==> src/rtl/adder_share_arbiter.sv <==
// adder_share_arbiter
// Shares one 16-bit adder (17-bit sum) between four requesters.
// Sequence per operation: IDLE (arbitrate, latch operands) -> EXEC (add)
// -> RESP (done pulse, count) -> IDLE.
// Configuration macro: RR_FAIRNESS_EN
//   defined   : round-robin arbitration with a 2-bit pointer
//   undefined : fixed priority, lowest set request index wins
// Parameters: SIGNED_INPUT (0 = zero-extend, 1 = sign-extend operands),
//             OP_COUNT_W (width of the completed-operation counter).
//
// Requester handshake: a requester raises req[i] together with its operand
// slices and holds both stable until it sees done with done_id == i, then
// drops req[i] in the cycle after done. Requests and operands are sampled
// only while the FSM is in IDLE; a request still high when the FSM returns
// to IDLE counts as a new request. Dropping req during EXEC or RESP does not
// cancel the operation already granted.

module adder_share_arbiter #(
   parameter int SIGNED_INPUT = 0,
   parameter int OP_COUNT_W   = 16
) (
   input  logic                  clk,
   input  logic                  reset,
   input  logic [3:0]            req,
   input  logic [63:0]           op_a,
   input  logic [63:0]           op_b,
   output logic                  busy,
   output logic                  grant_valid,
   output logic [1:0]            grant_id,
   output logic                  done,
   output logic [1:0]            done_id,
   output logic [16:0]           result,
   output logic [OP_COUNT_W-1:0] op_count,
   output logic [1:0]            fsm_state
);

   typedef enum logic [1:0] {
      IDLE = 2'd0,
      EXEC = 2'd1,
      RESP = 2'd2
   } state_t;

   state_t      state;
   logic [15:0] a_reg;
   logic [15:0] b_reg;
   logic [1:0]  winner;

   // Winner chosen from the live request vector (only used in IDLE)
   logic [1:0]  sel_id;
   logic [15:0] sel_a;
   logic [15:0] sel_b;

   // Extend a 16-bit operand to 17 bits so the sum can never overflow
   function automatic logic [16:0] ext17(input logic [15:0] v);
      if (SIGNED_INPUT != 0) begin
         ext17 = {v[15], v};
      end else begin
         ext17 = {1'b0, v};
      end
   endfunction

`ifdef RR_FAIRNESS_EN
   // Round-robin pointer: the requester that gets first look next time
   logic [1:0] rr_ptr;

   // Round-robin pick: first set request scanning rr_ptr, rr_ptr+1, ... mod 4
   always_comb begin
      logic       found;
      logic [1:0] idx;
      sel_id = 2'd0;
      found  = 1'b0;
      idx    = 2'd0;
      for (int k = 0; k < 4; k++) begin
         idx = rr_ptr + 2'(k);
         if (!found && req[idx]) begin
            sel_id = idx;
            found  = 1'b1;
         end
      end
   end
`else
   // Fixed-priority pick: lowest set request index wins
   always_comb begin
      sel_id = 2'd0;
      for (int k = 3; k >= 0; k--) begin
         if (req[k]) begin
            sel_id = 2'(k);
         end
      end
   end
`endif

   // Operand slices belonging to the selected requester
   always_comb begin
      sel_a = op_a[{sel_id, 4'b0000} +: 16];
      sel_b = op_b[{sel_id, 4'b0000} +: 16];
   end

   // Main controller: state, operand capture, add, and all registered outputs
   always_ff @(posedge clk) begin
      if (reset) begin
         state       <= IDLE;
         a_reg       <= 16'd0;
         b_reg       <= 16'd0;
         winner      <= 2'd0;
         busy        <= 1'b0;
         grant_valid <= 1'b0;
         grant_id    <= 2'd0;
         done        <= 1'b0;
         done_id     <= 2'd0;
         result      <= 17'd0;
         op_count    <= '0;
`ifdef RR_FAIRNESS_EN
         rr_ptr      <= 2'd0;
`endif
      end else begin
         // done is a single-cycle pulse; only the EXEC branch raises it
         done <= 1'b0;
         case (state)
            IDLE: begin
               if (|req) begin
                  a_reg       <= sel_a;
                  b_reg       <= sel_b;
                  winner      <= sel_id;
                  busy        <= 1'b1;
                  grant_valid <= 1'b1;
                  grant_id    <= sel_id;
                  state       <= EXEC;
               end
            end
            EXEC: begin
               result  <= ext17(a_reg) + ext17(b_reg);
               done    <= 1'b1;
               done_id <= winner;
               state   <= RESP;
            end
            RESP: begin
               op_count    <= op_count + OP_COUNT_W'(1);
               busy        <= 1'b0;
               grant_valid <= 1'b0;
               grant_id    <= 2'd0;
`ifdef RR_FAIRNESS_EN
               rr_ptr      <= winner + 2'd1;
`endif
               state       <= IDLE;
            end
            default: begin
               busy        <= 1'b0;
               grant_valid <= 1'b0;
               grant_id    <= 2'd0;
               state       <= IDLE;
            end
         endcase
      end
   end

   assign fsm_state = state;

endmodule

==> config.mk <==
export PLATFORM = sky130hd
export DESIGN_NAME = adder_share_arbiter
export DESIGN_NICKNAME = d
export VERILOG_FILES = /design/src/rtl/adder_share_arbiter.sv
export SDC_FILE = /design/constraint.sdc
export NUM_CORES = 1
export LEC_CHECK = 0
export BUFFER_PORTS_ARGS = -buffer_cell sky130_fd_sc_hd__clkbuf_2
export CAP_MARGIN = 10
export CORE_ASPECT_RATIO = 0.7
export CORE_MARGIN = 2
export CORE_UTILIZATION = 35
export DETAILED_ROUTE_END_ITERATION = 12
export SLEW_MARGIN = 20
export SYNTH_ARGS = -nofsm -noshare
export SYNTH_HDL_FRONTEND = slang
export SYNTH_SLANG_ARGS = --single-unit
==> constraint.sdc <==
create_clock -name clk -period 2.5 [get_ports clk]
set_input_delay 0.125 -clock clk [delete_from_list [all_inputs] [get_ports clk]]
set_output_delay 0.125 -clock clk [all_outputs]
set_load 0.02 [all_outputs]
# --- Yosys cells after proc, flatten, opt, wreduce, memory -nomap -nowiden ---
# Cells that the tools add are included.
word_totals:
  ff_bits: 75
  in_bits: 134
  word_cells: 37
classes:
  mux: 15
  addsub: 2
  shift: 2
  bitwise: 1
  n_reduce_logical: 4
  n_eq_ne: 3
ops:
  columns: ["operator", "n"]
  rows:
  - ["$shiftx 64x7->16", 2]
  - ["$mux 17", 4]
  - ["$add 17x17->17", 1]
  - ["$add 16x1->16 const B", 1]
  - ["$mux 2", 6]
  - ["$pmux 2 s2", 2]
  - ["$reduce_and 2->1", 2]
  - ["$reduce_or 4->1", 1]
  - ["$eq 2x1->1 const B", 1]
  - ["$eq 2x2->1 const B", 1]
  - ["$logic_not 2->1", 1]
  - ["$mux 1", 2]
  - ["$ne 2x2->1 const B", 1]
  - ["$pmux 1 s2", 1]
  - ["$not 1->1", 1]

# --- Longest topological paths before layout ---
logic_depth:
  depth_word: 6
  depth_mapped: 8

# --- Worst setup path before layout ---
# No wires, ideal clock.
synth_path:
  kind: "reg-to-reg"
  startpoint: "register a_reg[0]"
  endpoint: "register result[12]"
  required_time_ps: 2383
  t_arrival_ps: 2086
  path_buffers: 0
  slack_ps: 297
  stages_incl_launch_ff: 9
  path_cell_list: "dfxtp_1 ha_1 fa_1 a211oi_1 o211ai_1 a31oi_1 o21ai_1 xnor2_1 a22o_1"
synth_between:
  elab_chain_cells: 3
synth_lines:
  columns: ["element", "line", "text"]
  rows:
  - ["start: declaration", "44", "logic [15:0] a_reg;"]
  - ["start signal: assignment", "122", "a_reg <= sel_a;"]
  - ["$mux 17", "119", "case (state)"]
  - ["$mux 17", "101", "if (reset) begin"]
  - ["$add 17x17->17", "132", "result <= ext17(a_reg) + ext17(b_reg);"]
  - ["end signal: assignment", "132", null]
  - ["end: declaration", "32", "output logic [16:0] result,"]
# No other way between the ends. The select of a mux whose other input is x is not followed.
# A chain may end at the register's enable or synchronous reset.

# --- Worst setup path after layout ---
layout_path:
  startpoint: "register a_reg[0]"
  endpoint: "register result[14]"
# Same word-level chain as after synthesis.

==> impl_metrics.csv <==
group,metric,value,unit
status,status,"finished, final reports clean",
sta,min_period_over_period,0.944,
power,intPower,2.56,mW
power,p_leak,2.53,nW
sta,rsz0062_at_grt,"no",
clock_network,clkSinkCount,75,
grt,grt_pass1_vias,4057,
logic_synthesis,synthAdderAreaFrac,0.0547,
placement,place_congestion,0.839,
drt,drt-total-wl,12600,um
layout,final_cell_mix,"clkbuf_2 (175), nand2_1 (98), dfxtp_1 (75)",
floorplan,die_y,96.3,um
sta,slew_violations,0,
logic_synthesis,postSynthCellCount,471,
layout,fillers,1170,
layout,antennaDiodeCount,0,
sta,worst_slew_pin_slew,0.544,ns
floorplan,dieArea,13100,um^2
power,powerDensity,634,nW/um^2
layout,drive_above_1_share,0.377,
sta,fin_crit,2.36,ns
floorplan,io_pins,176,
logic_synthesis,async_reset_ff_frac,0,
grt,antenna_found_initial,0,
min_path,min_delay_worst_endpoint,"grant_id[1]",
grt,grt_max_degree,37,
power,ir_worst_vdd,0.000310,V
logic_synthesis,synth.avg_cell_area,9.03,um^2
logic_synthesis,yosys_warnings,0,
power,power_frac_comb,0.225,
drt,drc,0,
logic_synthesis,synth_xor_xnor_area_share,0.0370,
layout,regMostFlops,"result",
logic_synthesis,seq_area_frac_synth,0.353,
worst_setup_path,cp_max_fo,3,
floorplan,die_x,136,um
clock_network,cts_tree,"done",
worst_setup_path,r2r-end,"result[14]",
logic_synthesis,syn_area,4260,um^2
power,pwr-share-seq,0.379,
worst_setup_path,reg2reg_slack,0.14,ns
logic_synthesis,yosys-mux-area-fraction,0.176,
drt,initialDrtViolationCount,202,
clock_network,postCtsSetupBuffers,0,
worst_setup_path,cp-start-kind,"flip-flop",
job,maxCapViolations,0,
clock_network,path_clk_slew,0.06,ns
logic_synthesis,synthFlopType,"dfxtp_1",
grt,grt_pass1_wl,20000,um
drt,drt_pass1_iterations,5,
clock_network,ctsHoldBuffers,0,
logic_synthesis,ys_types,48,
drt,antenna_left,0,
placement,dp_hpwl,10200,um
grt,grt-ovfl-total,0,
drt,viasPerCell,5.15,
logic_synthesis,synth_top_family_by_area,"simple AND/OR/NAND/NOR gates",
layout,nNetsFinal,791,
drt,num_vias,4125,
worst_setup_path,path_class,"reg -> reg",
worst_setup_path,worst_setup_path_end_kind,"flip-flop",
floorplan,rows,33,
logic_synthesis,synth_fp_nets,623,
power,power_switching,1.02,mW
clock_network,ctsResizeCount,0,
power,switching_share,0.285,
min_path,hold_depth,4,
worst_setup_path,arrival,2.60,ns
sta,finClkSkew,0.00414,ns
clock_network,cts-buffers-inserted,9,
floorplan,coreArea,11800,um^2
sta,finalSetupViolations,0,
clock_network,clkLatencyLatePin,0.34,ns
clock_network,htreeDepth,3,
logic_synthesis,synth_compound_area_frac,0.146,
clock_network,max-clock-path-buffers,2,
grt,groute.usage.overall,0.197,
power,clock_power_share,0.395,
layout,largest_register_ff_count,17,
floorplan,start_util,0.362,
sta,max_slew_margin,0.634,
sta,tns,0,ns
sta,max_freq,424,MHz
clock_network,clockRootBuffer,"clkbuf_16",
worst_setup_path,r2r-start,"a_reg[0]",
min_path,hp-start,"req[0]",
worst_setup_path,cp.required,2.74,ns
min_path,hp-class,"in -> reg",
placement,io_buffer_count,175,
logic_synthesis,ys_ff_latch,75,
layout,area_delta_synth_final,32.5,%
worst_setup_path,rr_worst_depth,8,
power,power,3.57,mW
layout,final_common_cell,"clkbuf_2",
sta,hold_violations,0,
drt,routedWlPerCell,15.7,um
logic_synthesis,synthSimpleGateAreaFrac,0.193,
logic_synthesis,synth_edf_count,0,
[worst max-delay path: stages, from the launching register on]
cell and delay, ns:
dfxtp_1 0.31, ha_1 0.23, fa_1 0.44, a211oi_1 0.36
buf_4 0.17, o21ai_1 0.06, a21oi_1 0.28, o41ai_1 0.15
o311ai_1 0.27
[Yosys cell counts, types with 2 or more instances]
cell type	instances	area share
o21ai_1	10	0.012
ha_1	17	0.050
dfxtp_1	75	0.35
a31oi_1	5	0.0074
nand2_1	98	0.086
buf_6	3	0.0079
inv_1	5	0.0044
or3_1	5	0.0074
a32o_1	2	0.0047
nand3_1	11	0.013
nand2b_1	3	0.0044
xor2_1	11	0.023
clkbuf_1	16	0.014
a21oi_1	57	0.067
nor4b_1	2	0.0041
buf_2	10	0.012
nor2_1	35	0.031
a211oi_1	8	0.014
o211ai_1	3	0.0053
nand4_1	3	0.0044
a21oi_2	2	0.0041
nor2b_1	3	0.0044
mux2i_1	3	0.0071
mux4_2	32	0.17
nor3_1	10	0.012
a21o_1	6	0.011
and3_1	5	0.0074
o21ai_0	5	0.0059
xnor2_1	7	0.014
[stage by stage]
stage / instance area [um^2] / hold WS [ns] / cells / worst slack, ns / util
detailed placement: 5310 / 0.451 / 785 / 0.185 / 0.452
finish: 5640 / 0.213 / 801 / 0.139 / 0.479
global route: 5640 / 0.218 / 801 / 0.0309 / 0.479
CTS: 5640 / 0.192 / 801 / 0.152 / 0.479
floorplan: 4260 / 0.255 / 471 / 0.297 / -
global placement: 5310 / 0.443 / 785 / 0.230 / 0.452
[power groups by stage]
stage | clock network, mW | logic [mW] | registers [mW]
after CTS | 1.45 | 0.816 | 1.36
final | 1.41 | 0.806 | 1.36
after floorplan | 0 | 0.504 | 1.39
after global routing | 1.49 | 0.901 | 1.37
after global placement | 0 | 0.802 | 1.38
after detailed placement | 0 | 0.814 | 1.38
[worst max-delay path by stage]
| stage | cells past startpoint | end | slack [ns] | startpoint |
|---|---|---|---|---|
| after global placement | 8 | result[14] | 0.23 | a_reg[0] |
| after detailed placement | 8 | result[14] | 0.18 | a_reg[0] |
| after floorplan | 8 | result[12] | 0.30 | a_reg[0] |
| after global routing | 8 | result[12] | 0.03 | a_reg[0] |
| after CTS | 8 | result[14] | 0.15 | a_reg[0] |
| final | 8 | result[14] | 0.14 | a_reg[0] |
[layout make-up]
cell class,count,area (um^2),share of cell area
Multi-Input combinational cell,361,2610,0.462
Tap cell,157,196,0.0348
Clock buffer,10,239,0.0424
Inverter,5,18.8,0.00333
Sequential cell,75,1500,0.266
Timing Repair Buffer,187,991,0.176
Clock inverter,6,87.6,0.0155
[cells by family (layout without fill, tap and decap cells)]
kind of cell,Yosys count,count (layout)
AO/OA/AOI/OAI,106,106
XOR/XNOR,18,18
adder cells (fa/ha/maj),18,18
buffers and inverters,35,208
flip-flops,75,75
multiplexers,35,35
AND/OR/NAND/NOR,184,184
[per-layer routing]
layer  track usage  wire length, um  up-vias
met5             0                0        -
met4        0.0503              125        0
met3        0.0432              785       12
met2         0.318             5540      130
met1         0.270             6120     1944
li1              -                -     2039
Note: power is estimated with default switching activity, not from simulation.
